$ cat config.mk
export PLATFORM = sky130hd
export DESIGN_NAME = id_branch_resolve_flat
export DESIGN_NICKNAME = d
export VERILOG_FILES = /design/src/rtl/id_branch_resolve_if.sv /design/src/rtl/id_branch_resolve.sv /design/src/flat_wrapper.sv
export SDC_FILE = /design/constraint.sdc
export NUM_CORES = 1
export LEC_CHECK = 0
export ABC_AREA = 1
export BUFFER_PORTS_ARGS = -buffer_cell sky130_fd_sc_hd__buf_4
export CORE_MARGIN = 3
export CORE_UTILIZATION = 45
export CTS_CLUSTER_DIAMETER = 100
export DETAILED_ROUTE_END_ITERATION = 6
export GPL_TIMING_DRIVEN = 0
export PLACE_DENSITY = 0.76
export SLEW_MARGIN = 5
export SYNTH_ARGS = -nofsm -noshare
export SYNTH_HDL_FRONTEND = slang
export SYNTH_SLANG_ARGS = --single-unit
$ cat constraint.sdc
create_clock -name clk -period 8.1 [get_ports clk]
set_clock_uncertainty 0.1 [all_clocks]
set_input_delay 0.81 -clock clk [delete_from_list [all_inputs] [get_ports clk]]
set_output_delay 0.81 -clock clk [all_outputs]
set_load 0.01 [all_outputs]
$ cat src/rtl/id_branch_resolve_if.sv
// ============================================================================
// Module   : id_branch_resolve_if
// Function : fetch <-> decode link: {IR, nPC} forward, {PCSrc, BrDest} back
// Revision : 1.0
// ============================================================================
`default_nettype none

interface id_branch_resolve_if;
   logic [31:0] IR;
   logic [31:0] nPC;
   logic        PCSrc;
   logic [31:0] BrDest;

   modport master (output IR, output nPC, input PCSrc, input BrDest);
   modport slave  (input IR, input nPC, output PCSrc, output BrDest);
endinterface

`default_nettype wire

$ cat src/rtl/id_branch_resolve.sv
// ============================================================================
// Module   : id_branch_resolve
// Function : IF/ID register, branch/jump resolve and wrong-path squash FSM.
//            Optional macro BRANCH_DELAY_SLOT_EN keeps the first post-redirect word.
// Revision : 1.0
// ============================================================================
`default_nettype none

module id_branch_resolve #(
   parameter int          FLUSH_SLOTS = 1,
   parameter logic [31:0] NOP_WORD    = 32'h0000_0000
) (
   input  wire logic             clk,
   input  wire logic             reset,
   id_branch_resolve_if.slave    fetch,
   input  wire logic             stall,
   input  wire logic [31:0]      rs_data,
   input  wire logic [31:0]      rt_data,
   output logic [31:0]           id_IR,
   output logic [31:0]           id_nPC,
   output logic                  id_valid,
   output logic [15:0]           redirect_cnt
);

`ifdef BRANCH_DELAY_SLOT_EN
   localparam logic KEEP_FIRST = 1'b1;
`else
   localparam logic KEEP_FIRST = 1'b0;
`endif

   // The redirect edge itself captures the first wrong-path word; the
   // SQUASH state covers the remaining FLUSH_SLOTS-1 of them.
   localparam logic [1:0] SQ_LOAD = 2'(FLUSH_SLOTS - 1);

   localparam logic [5:0] OP_J   = 6'h02;
   localparam logic [5:0] OP_JAL = 6'h03;
   localparam logic [5:0] OP_BEQ = 6'h04;
   localparam logic [5:0] OP_BNE = 6'h05;

   typedef enum logic [0:0] {
      RUN    = 1'b0,
      SQUASH = 1'b1
   } state_t;

   state_t      state_q, state_d;
   logic [1:0]  squash_cnt_q, squash_cnt_d;
   logic [31:0] id_ir_q, id_ir_d;
   logic [31:0] id_npc_q, id_npc_d;
   logic        id_valid_q, id_valid_d;
   logic [15:0] redirect_cnt_q, redirect_cnt_d;

   logic [5:0]  opcode;
   logic        is_branch;
   logic        is_jump;
   logic        taken;
   logic [31:0] br_offset;
   logic [31:0] br_dest;
   logic        pc_src;

   always_comb begin
      opcode    = id_ir_q[31:26];
      is_branch = (opcode == OP_BEQ) || (opcode == OP_BNE);
      is_jump   = (opcode == OP_J) || (opcode == OP_JAL);
      taken     = ((opcode == OP_BEQ) && (rs_data == rt_data)) ||
                  ((opcode == OP_BNE) && (rs_data != rt_data)) ||
                  is_jump;
      br_offset = is_branch ? {{16{id_ir_q[15]}}, id_ir_q[15:0]} : 32'd0;
      if (is_jump) begin
         br_dest = {id_npc_q[31:26], id_ir_q[25:0]};
      end else begin
         br_dest = id_npc_q + br_offset;
      end
      pc_src = taken & id_valid_q & ~stall & (state_q == RUN) & ~reset;
   end

   assign fetch.PCSrc  = pc_src;
   assign fetch.BrDest = reset ? 32'd0 : br_dest;

   always_comb begin
      state_d        = state_q;
      squash_cnt_d   = squash_cnt_q;
      id_ir_d        = id_ir_q;
      id_npc_d       = id_npc_q;
      id_valid_d     = id_valid_q;
      redirect_cnt_d = redirect_cnt_q;
      if (!stall) begin
         id_npc_d   = fetch.nPC;
         id_ir_d    = fetch.IR;
         id_valid_d = 1'b1;
         if (state_q == SQUASH) begin
            // Branches sitting in squashed slots never reach resolve.
            id_ir_d      = NOP_WORD;
            id_valid_d   = 1'b0;
            squash_cnt_d = squash_cnt_q - 2'd1;
            if (squash_cnt_q == 2'd1) begin
               state_d = RUN;
            end
         end else if (pc_src) begin
            redirect_cnt_d = redirect_cnt_q + 16'd1;
            if (!KEEP_FIRST) begin
               id_ir_d    = NOP_WORD;
               id_valid_d = 1'b0;
            end
            if (SQ_LOAD != 2'd0) begin
               state_d      = SQUASH;
               squash_cnt_d = SQ_LOAD;
            end
         end
      end
   end

   always_ff @(posedge clk or posedge reset) begin
      if (reset) begin
         state_q        <= RUN;
         squash_cnt_q   <= 2'd0;
         id_ir_q        <= NOP_WORD;
         id_npc_q       <= 32'd0;
         id_valid_q     <= 1'b0;
         redirect_cnt_q <= 16'd0;
      end else begin
         state_q        <= state_d;
         squash_cnt_q   <= squash_cnt_d;
         id_ir_q        <= id_ir_d;
         id_npc_q       <= id_npc_d;
         id_valid_q     <= id_valid_d;
         redirect_cnt_q <= redirect_cnt_d;
      end
   end

   assign id_IR        = id_ir_q;
   assign id_nPC       = id_npc_q;
   assign id_valid     = id_valid_q;
   assign redirect_cnt = redirect_cnt_q;

endmodule

`default_nettype wire

$ cat src/flat_wrapper.sv
// flat-port wrapper written by rule: the top's interface ports become plain ports
module id_branch_resolve_flat 
#(
   parameter int          FLUSH_SLOTS = 1,
   parameter logic [31:0] NOP_WORD    = 32'h0000_0000
)
  (clk, reset, stall, rs_data, rt_data, id_IR, id_nPC, id_valid, redirect_cnt, fetch_IR, fetch_nPC, fetch_PCSrc, fetch_BrDest);
  id_branch_resolve_if fetch_i ();
  input  wire logic clk;
  input  wire logic reset;
  input  wire logic stall;
  input  wire logic [31:0] rs_data;
  input  wire logic [31:0] rt_data;
  output logic [31:0] id_IR;
  output logic [31:0] id_nPC;
  output logic id_valid;
  output logic [15:0] redirect_cnt;
  input wire logic [$bits(fetch_i.IR)-1:0] fetch_IR;
  input wire logic [$bits(fetch_i.nPC)-1:0] fetch_nPC;
  output wire logic [$bits(fetch_i.PCSrc)-1:0] fetch_PCSrc;
  output wire logic [$bits(fetch_i.BrDest)-1:0] fetch_BrDest;
  assign fetch_i.IR = fetch_IR;
  assign fetch_i.nPC = fetch_nPC;
  assign fetch_PCSrc = fetch_i.PCSrc;
  assign fetch_BrDest = fetch_i.BrDest;
  id_branch_resolve #(.FLUSH_SLOTS(FLUSH_SLOTS), .NOP_WORD(NOP_WORD)) u_core (.clk(clk), .reset(reset), .fetch(fetch_i), .stall(stall), .rs_data(rs_data), .rt_data(rt_data), .id_IR(id_IR), .id_nPC(id_nPC), .id_valid(id_valid), .redirect_cnt(redirect_cnt));
endmodule
# [After elaboration in Yosys (flattened, before gate mapping)]
# Cells that the tools add are included.
[totals] ff_bits=84 latchBits=0 ramBits=0 rom_bits=0 wordCells=40 mem_count=0
[classes] n_addsub=3 n_mul=0 div=0 order_cmp=0 n_eq_ne=7 n_shift=0 n_mux=9 n_bitwise=7 reduce_logical=8
[ops] op="32-bit two-way mux" count=5
[ops] op="32-bit adder" count=1
[ops] op="32-bit == test" count=1
[ops] op="32-bit != test" count=1
[ops] op="16-bit by 1-bit adder with 16-bit output (second input constant)" count=1
[ops] op="6-bit by 2-bit == test with 1-bit output (second input constant)" count=2
[ops] op="6-bit by 3-bit == test with 1-bit output (second input constant)" count=2
[ops] op="1-bit bitwise AND" count=4
[ops] op="1-bit logical OR" count=4
[ops] op="1-bit two-way mux" count=4
[ops] op="1-bit inverter" count=3
[ops] op="3-bit AND reduction" count=1
[ops] op="2-bit by 1-bit == test with 1-bit output (second input constant)" count=1
[ops] op="1-bit logical AND" count=2
[ops] op="2-bit AND reduction" count=1
[ops] op="2-bit by 1-bit subtractor with 2-bit output (second input constant)" count=1

# [Depth between registers and ports, before layout]
# Gate-level depths: netlist of the first run.
[depth] depth_word=10 ltp_mapped=22 mapped_depth_nobuf=21

# [Least setup slack after synthesis of the first run]
# No wires, ideal clock.
[synth_path] path_type="register to output" from="reg u_core.id_ir_q[29], in the netlist u_core.id_IR[29]" to="out fetch_BrDest[20]" arrival_time_ns=2.789 required_ns=7.190 setup_slack_ns=4.401 path_stages_with_launch=20 path_buffers=2 path_cell_list="dfrtp_1 > inv_1 > nand2_2 > nor2_4 > buf_6 > inv_1 > buf_1 > nor2_1 > ha_1 > nand2_1 > nor2_1 > nand4_1 > o21ai_0 > nand2_1 > nand2_2 > nand2_1 > nand2_1 > xor2_1 > o21bai_1 > inv_1"
[synth_between] elab_chain_cells=6
[synth_lines] item="start: declaration" line="id_branch_resolve.sv:47" source="logic [31:0] id_ir_q, id_ir_d;"
[synth_lines] item="start signal: assignment" line="id_branch_resolve.sv:123" source="id_ir_q <= id_ir_d;"
[synth_lines] item="6-bit by 3-bit == test with 1-bit output" line="id_branch_resolve.sv:62" source="is_branch = (opcode == OP_BEQ) || (opcode == OP_BNE);"
[synth_lines] item="1-bit logical OR" line="id_branch_resolve.sv:62"
[synth_lines] item="32-bit two-way mux" line="id_branch_resolve.sv:67" source="br_offset = is_branch ? {{16{id_ir_q[15]}}, id_ir_q[15:0]} : 32'd0;"
[synth_lines] item="32-bit adder" line="id_branch_resolve.sv:71" source="br_dest = id_npc_q + br_offset;"
[synth_lines] item="32-bit two-way mux *" line="id_branch_resolve.sv:68" source="if (is_jump) begin"
[synth_lines] item="32-bit two-way mux *" line="id_branch_resolve.sv:77" source="assign fetch.BrDest = reset ? 32'd0 : br_dest;"
[synth_lines] item="end: declaration" line="flat_wrapper.sv:21" source="output wire logic [$bits(fetch_i.BrDest)-1:0] fetch_BrDest;"
# Every way passes the cells marked *; elsewhere a longest branch is shown, timed or not.

# [Worst setup path in the final report of the first run]
[layout_path] from="reg u_core.id_ir_q[31], in the netlist u_core.id_IR[31]" to="out fetch_BrDest[20]"
# Same word-level chain as after synthesis.

==> flow_metrics.env, run 1 <==
export IMPL_ys_ff_latch=84
export IMPL_cts_buffers=9
export IMPL_grt_pass1_vias=7239
export IMPL_synth_cell_types=44
export IMPL_grt_start_max_net_pins=58
export IMPL_drt_first_pass_iters=6
export IMPL_synth_top_cell_area_share_pct=31.4
export IMPL_die_w_um=128
export IMPL_clock_sinks=84
export IMPL_synthesis_nets=1109
export IMPL_finalCriticalPeriod_ps=5030
export IMPL_drc_errors=0
export IMPL_power_switching_mw=0.544
export IMPL_start_util_pct=47.1
export IMPL_ios=245
export IMPL_yosysTopAreaCell="dfrtp_1"
export IMPL_yosys_top_cells_area="dfrtp_1 31%, nand2_1 14%, nand3_1 7.1%"
export IMPL_p_leak_nw=4.87
export IMPL_crit_start="u_core.id_IR[31]"
export IMPL_port_buffers=244
export IMPL_gp_congestion=1.04
export IMPL_ys_async_sr_fraction_pct=100
export IMPL_relSlewSlack_pct=40.6
export IMPL_track_usage_pct=28.6
export IMPL_cts_hold_buf=0
export IMPL_rsz0062_at_grt="false"
export IMPL_tightest_slew_ps=880
export IMPL_drtAntennaViolNets=0
export IMPL_powerDensity_nw_per_um2=162
export IMPL_combPwrFrac_pct=35.6
export IMPL_synthFlopType="dfrtp_1"
export IMPL_worstPathMaxFanout=10
export IMPL_path_clk_slew_ps=60
export IMPL_setup_violations_final=0
export IMPL_hold_path_end="u_core.squash_cnt_q[0]"
export IMPL_fin_nets=1365
export IMPL_area_growth_pct=35.4
export IMPL_cts_resized=0
export IMPL_synth_edf_count=0
export IMPL_max_freq_mhz=199
export IMPL_antenna_found_initial=0
export IMPL_r2r_end="u_core.id_IR[11]"
export IMPL_worstPathRequired_ps=7190
export IMPL_drt_wirelength_per_cell_um=16.8
export IMPL_cp_arrival_ps=4120
export IMPL_cts_tree="done"
export IMPL_fill_cells=1335
export IMPL_switching_share_pct=37.1
export IMPL_ys_warn_count=0
export IMPL_vdd_drop_max_v=0.000138
export IMPL_p_seq_share_pct=37.2
export IMPL_status="complete, no violations"
export IMPL_final_hold_viol_count=0
export IMPL_fin_crit_sh_pct=62.1
export IMPL_syn_avg_cell_area_um2=6.96
export IMPL_htreeDepth=3
export IMPL_fin_cells=1401
export IMPL_dieArea_um2=16400
export IMPL_wirelength_um=23600
export IMPL_clockBufferDepth=2
export IMPL_hp_start="u_core.squash_cnt_q[0]"
export IMPL_placementRows=43
export IMPL_place_inst=1385
export IMPL_fp_coreArea_um2=14200
export IMPL_dp_hpwl_um=18900
export IMPL_clk_insertion_delay_late_ps=350
export IMPL_cts_root_buf="clkbuf_16"
export IMPL_reg2reg_depth=9
export IMPL_clockPowerShare_pct=27.2
export IMPL_die_height_um=128
export IMPL_tns_ps=0
export IMPL_reg2reg_from="u_core.id_IR[31]"
export IMPL_cellInternalPower_mw=0.922
export IMPL_grt_pass1_wl_um=37000
export IMPL_syn_cell_area_um2=6690
export IMPL_cts_setup_buffers=0
export IMPL_ys_seq_area_share_pct=31.4
export IMPL_fin_util_pct=63.7
export IMPL_worstSetupPathType="flop to output port"
export IMPL_drt_iter0_markers=588
export IMPL_syn_inst=960
export IMPL_reg2reg_slack_ps=5770
export IMPL_via_count=7376
export IMPL_whs_path_depth=1
export IMPL_hold_ws_ps=389
export IMPL_drive_gt1_share_pct=28.4
export IMPL_drv_slew=0
export IMPL_overflow=0
export IMPL_start_kind="flop"
export IMPL_cp_end_kind="output port"
export IMPL_min_path_type="flop to flop"
export IMPL_maxCapViolations=0
export IMPL_via_per_inst=5.26
export IMPL_n_antenna_cell=0
sequential cells by signal (all words and copies together) (netlist names):
signal	count
u_core.id_nPC	32
u_core.squash_cnt_q	2
u_core.id_valid	1
u_core.state_q	1
u_core.redirect_cnt	16
u_core.id_IR	32
area by class of cell:
class	instances	area, µm²	area share [%]
repair buffers	245	1860	20.5
flip-flops and latches	84	2100	23.2
clock inverters	7	52.6	0.581
multi-input cells	720	3950	43.6
plain buffers	36	185	2.05
inverters	120	450	4.98
clock buffers	9	225	2.49
well taps	180	225	2.49
how the worst max path moves through the flow:
stage / to / slack (ps) / depth (start not counted)
after global routing: fetch_BrDest[20] / 2750 / 20
after floorplan: fetch_BrDest[20] / 4400 / 19
after CTS: fetch_BrDest[20] / 3120 / 20
after global placement: fetch_BrDest[16] / 3570 / 6
final: fetch_BrDest[20] / 3070 / 20
after detailed placement: fetch_BrDest[20] / 3530 / 20
stage by stage:
| stage | power (mW) | instance area (µm²) | worst slack, ps |
|---|---|---|---|
| floorplan | 0.819 | 6690 | 4400 |
| global placement | 1.06 | 8740 | 3570 |
| detailed placement | 1.07 | 8770 | 3530 |
| CTS | 1.47 | 9050 | 3120 |
| global route | 1.55 | 9050 | 2750 |
| finish | 1.47 | 9050 | 3070 |
cells in the final DEF, fill, tap and decap left out, types with 8 or more instances in the layout:
cell	n
nand2_1	257
clkbuf_16	9
o21ai_1	14
nor2_2	12
o211ai_1	13
nand2_2	26
xnor2_1	22
dfrtp_1	84
ha_1	17
nor2_4	9
nand4_1	11
xor2_1	39
o21ai_0	63
a41oi_1	8
clkbuf_1	22
nand3_1	95
buf_4	245
nor3_1	14
inv_1	111
a21oi_1	23
nor2_1	49
layer usage:
| layer | wire length [µm] | part of all wire [%] | up-vias | global-route usage, % |
|---|---|---|---|---|
| li1 | - | - | 3621 | - |
| met1 | 10000 | 43 | 3388 | 37.6 |
| met2 | 10900 | 46 | 328 | 46.3 |
| met3 | 2120 | 9.0 | 39 | 7.17 |
| met4 | 557 | 2.4 | 0 | 9.05 |
| met5 | 0 | 0 | - | 0 |
power by group through the flow:
stage | Sequential [mW] | Clock [mW] | Combinational (mW)
floorplan | 0.562 | 0 | 0.257
global placement | 0.551 | 0 | 0.512
detailed placement | 0.549 | 0 | 0.522
CTS | 0.544 | 0.402 | 0.522
global route | 0.553 | 0.422 | 0.575
finish | 0.545 | 0.399 | 0.522
worst max-delay path, cell delays in order, from the launching register on:
cell and delay, ps:
dfrtp_1 430, nor2_4 70, nand2_2 100, nor2_4 50
buf_6 140, inv_1 180, buf_1 420, nor2_1 90
ha_1 380, nand2_1 120, nor2_1 230, nand4_1 110
o21ai_0 480, nand2_1 130, nand2_2 140, nand2_1 60
nand2_1 80, xor2_1 200, o21bai_1 80, inv_1 120
buf_4 130
synthesized netlist by cell type (all sizes together) (3+ instances only):
cell type / n
clkbuf: 22
nand2: 289
nor2: 71
a21oi: 26
a21o: 3
o21ai: 78
xnor2: 22
nand4: 12
a41oi: 8
o211ai: 13
dfrtp: 84
buf: 14
o221ai: 3
inv: 118
o41ai: 5
a31oi: 3
xor2: 39
o21bai: 5
nor3: 16
nand3: 97
nor4: 3
ha: 17
or2: 4
cells by family after synthesis:
logic type	synth area share [%]
flip-flops	31.4
XOR/XNOR	7.99
buffers and inverters	9.47
AND/OR/NAND/NOR	34.6
adder cells (fa/ha/maj)	3.48
AO/OA/AOI/OAI	13.0
Power figures use the tool's default switching activity.
==> run 2, diff against run 1 <==
==> constraint.sdc (replaced) <==
create_clock -name clk -period 4.65 [get_ports clk]
set_clock_uncertainty 0.1 [all_clocks]
set_input_delay 0.465 -clock clk [delete_from_list [all_inputs] [get_ports clk]]
set_output_delay 0.465 -clock clk [all_outputs]
set_load 0.01 [all_outputs]
==> flow_metrics.env, run 2 (same netlist as run 1, synthesis figures left out) <==
export IMPL_status="complete, no violations"
export IMPL_wirelength_um=23500
export IMPL_cp_end_kind="output port"
export IMPL_antenna_found_initial=0
export IMPL_finalPower_mw=2.55
export IMPL_worstPathRequired_ps=4090
export IMPL_via_per_inst=5.27
export IMPL_power_switching_mw=0.946
export IMPL_cts_root_buf="clkbuf_16"
export IMPL_slowest_stage="dfrtp_1"
export IMPL_postLayoutCellArea_um2=9050
export IMPL_start_util_pct=47.1
export IMPL_clockPowerShare_pct=27.2
export IMPL_grt_busiest_layer="met2"
export IMPL_clock_sinks=84
export IMPL_reg2reg_from="u_core.id_IR[31]"
export IMPL_hp_start="fetch_nPC[1]"
export IMPL_placementRows=43
export IMPL_relSlewSlack_pct=41.6
export IMPL_r2r_end="u_core.id_IR[11]"
export IMPL_crit_buf_inv=5
export IMPL_worstPathMaxFanout=10
export IMPL_fin_cells=1401
export IMPL_worstSetupPathType="flop to output port"
export IMPL_cts_hold_buf=0
export IMPL_tightest_slew_ps=864
export IMPL_cellInternalPower_mw=1.61
export IMPL_n_antenna_cell=0
export IMPL_clk_insertion_delay_late_ps=360
export IMPL_grt_use_met3_pct=7.17
export IMPL_combPwrFrac_pct=35.6
export IMPL_fp_coreArea_um2=14200
export IMPL_hold_path_end="u_core.id_nPC[1]"
export IMPL_finalCriticalPeriod_ps=4360
export IMPL_crit_start="u_core.id_IR[31]"
export IMPL_setup_violations_final=0
export IMPL_dp_hpwl_um=18900
export IMPL_drive_gt1_share_pct=28.6
export IMPL_grt_pass1_vias=7239
export IMPL_overflow=0
export IMPL_cp_depth=20
export IMPL_reg2reg_depth=9
export IMPL_powerDensity_nw_per_um2=282
export IMPL_path_cells="nor2_4, nand2_2, nor2_4, buf_6, inv_1, clkbuf_2, nor2_1, ha_1, a21oi_1, o21ai_0, a21oi_1, o21ai_2, nand2_1, nand2_2, nand2_1, nand2_1, xor2_1, o21bai_1, inv_1, buf_4"
export IMPL_drc_errors=0
export IMPL_crit_path_frequent_cell="nand2_1"
export IMPL_drt_wirelength_per_cell_um=16.8
export IMPL_place_worst_setup_slack_ps=421
export IMPL_clockBufferDepth=2
export IMPL_area_growth_pct=35.4
export IMPL_grt_start_max_net_pins=58
export IMPL_ios=245
export IMPL_die_w_um=128
export IMPL_fin_util_pct=63.8
export IMPL_p_leak_nw=4.88
export IMPL_port_buffers=244
export IMPL_fin_nets=1365
export IMPL_switching_share_pct=37.1
export IMPL_mostFrequentLayoutCell="nand2_1"
export IMPL_cp_arrival_ps=3790
export IMPL_place_inst=1385
export IMPL_drt_first_pass_iters=5
export IMPL_htreeDepth=3
export IMPL_reg2reg_slack_ps=2310
export IMPL_setup_ws_ps=290
export IMPL_final_cell_mix="257 x nand2_1, 245 x buf_4, 111 x inv_1"
export IMPL_die_height_um=128
export IMPL_max_freq_mhz=229
export IMPL_path_clk_slew_ps=70
export IMPL_drv_slew=0
export IMPL_rsz0062_at_grt="false"
export IMPL_tns_ps=0
export IMPL_placed_cell_area_um2=8770
export IMPL_fill_cells=1333
export IMPL_maxCapViolations=0
export IMPL_path_delay_family="compound AO/OA/AOI/OAI gates"
export IMPL_vdd_drop_max_v=0.000240
export IMPL_drt_iter0_markers=586
export IMPL_gp_congestion=1.04
export IMPL_cts_buffers=9
export IMPL_cts_tree="done"
export IMPL_min_path_type="input port to flop"
export IMPL_grt_pass1_wl_um=37000
export IMPL_dieArea_um2=16400
export IMPL_fin_crit_sh_pct=93.8
export IMPL_hold_ws_ps=201
export IMPL_gr_usage_met2_pct=46.3
export IMPL_cpPeakStageDelay_ps=430
export IMPL_final_hold_viol_count=0
export IMPL_use_met1_pct=37.6
export IMPL_start_kind="flop"
export IMPL_via_count=7382
export IMPL_whs_path_depth=3
export IMPL_drtAntennaViolNets=0
export IMPL_p_seq_share_pct=37.2
export IMPL_track_usage_pct=28.6
-- run 2: layout make-up --
class                           instances  area (µm²)  area share [%]
Multi-Input combinational cell        720        3950            43.7
Sequential cell                        84        2100            23.2
Timing Repair Buffer                  245        1860            20.5
Inverter                              120         450            4.97
Clock buffer                            9         225            2.49
Buffer                                 36         186            2.06
Tap cell                              180         225            2.49
Clock inverter                          7        52.6           0.580
-- run 2: worst max-delay path by stage --
stage | end | slack (ps)
3_5_place_dp | fetch_BrDest[20] | 420
5_1_grt | fetch_BrDest[22] | 100
6_report | fetch_BrDest[20] | 290
3_3_place_gp | fetch_BrDest[20] | 470
2_1_floorplan | fetch_BrDest[20] | 1300
4_1_cts | fetch_BrDest[20] | 20
-- run 2: layer usage --
| layer | wire [µm] | vias up |
|---|---|---|
| met5 | 0 | - |
| met4 | 555 | 0 |
| met3 | 2110 | 37 |
| met2 | 10800 | 341 |
| met1 | 10000 | 3384 |
| li1 | - | 3620 |
-- run 2: power by group through the flow --
stage,Sequential (mW),Combinational [mW],Clock [mW]
2_1_floorplan,0.979,0.447,0
3_3_place_gp,0.960,0.892,0
3_5_place_dp,0.955,0.909,0
4_1_cts,0.947,0.910,0.700
5_1_grt,0.963,1.00,0.735
6_report,0.950,0.909,0.693
-- run 2: worst reg2reg max path: stages, from the launching register on --
cell and delay, ps:
dfrtp_1 430, nor2_4 170, nand2_2 90, nor3_2 520, inv_2 120, o21ai_1 130
nand2_2 180, buf_2 250, nand3_1 90, o21ai_0 110
-- run 2: repair_timing --
item / 4_1_cts / 5_1_grt
setup endpoints to repair: 0 / 6
resized for setup: 0 / 4
setup buffers: 0 / 0
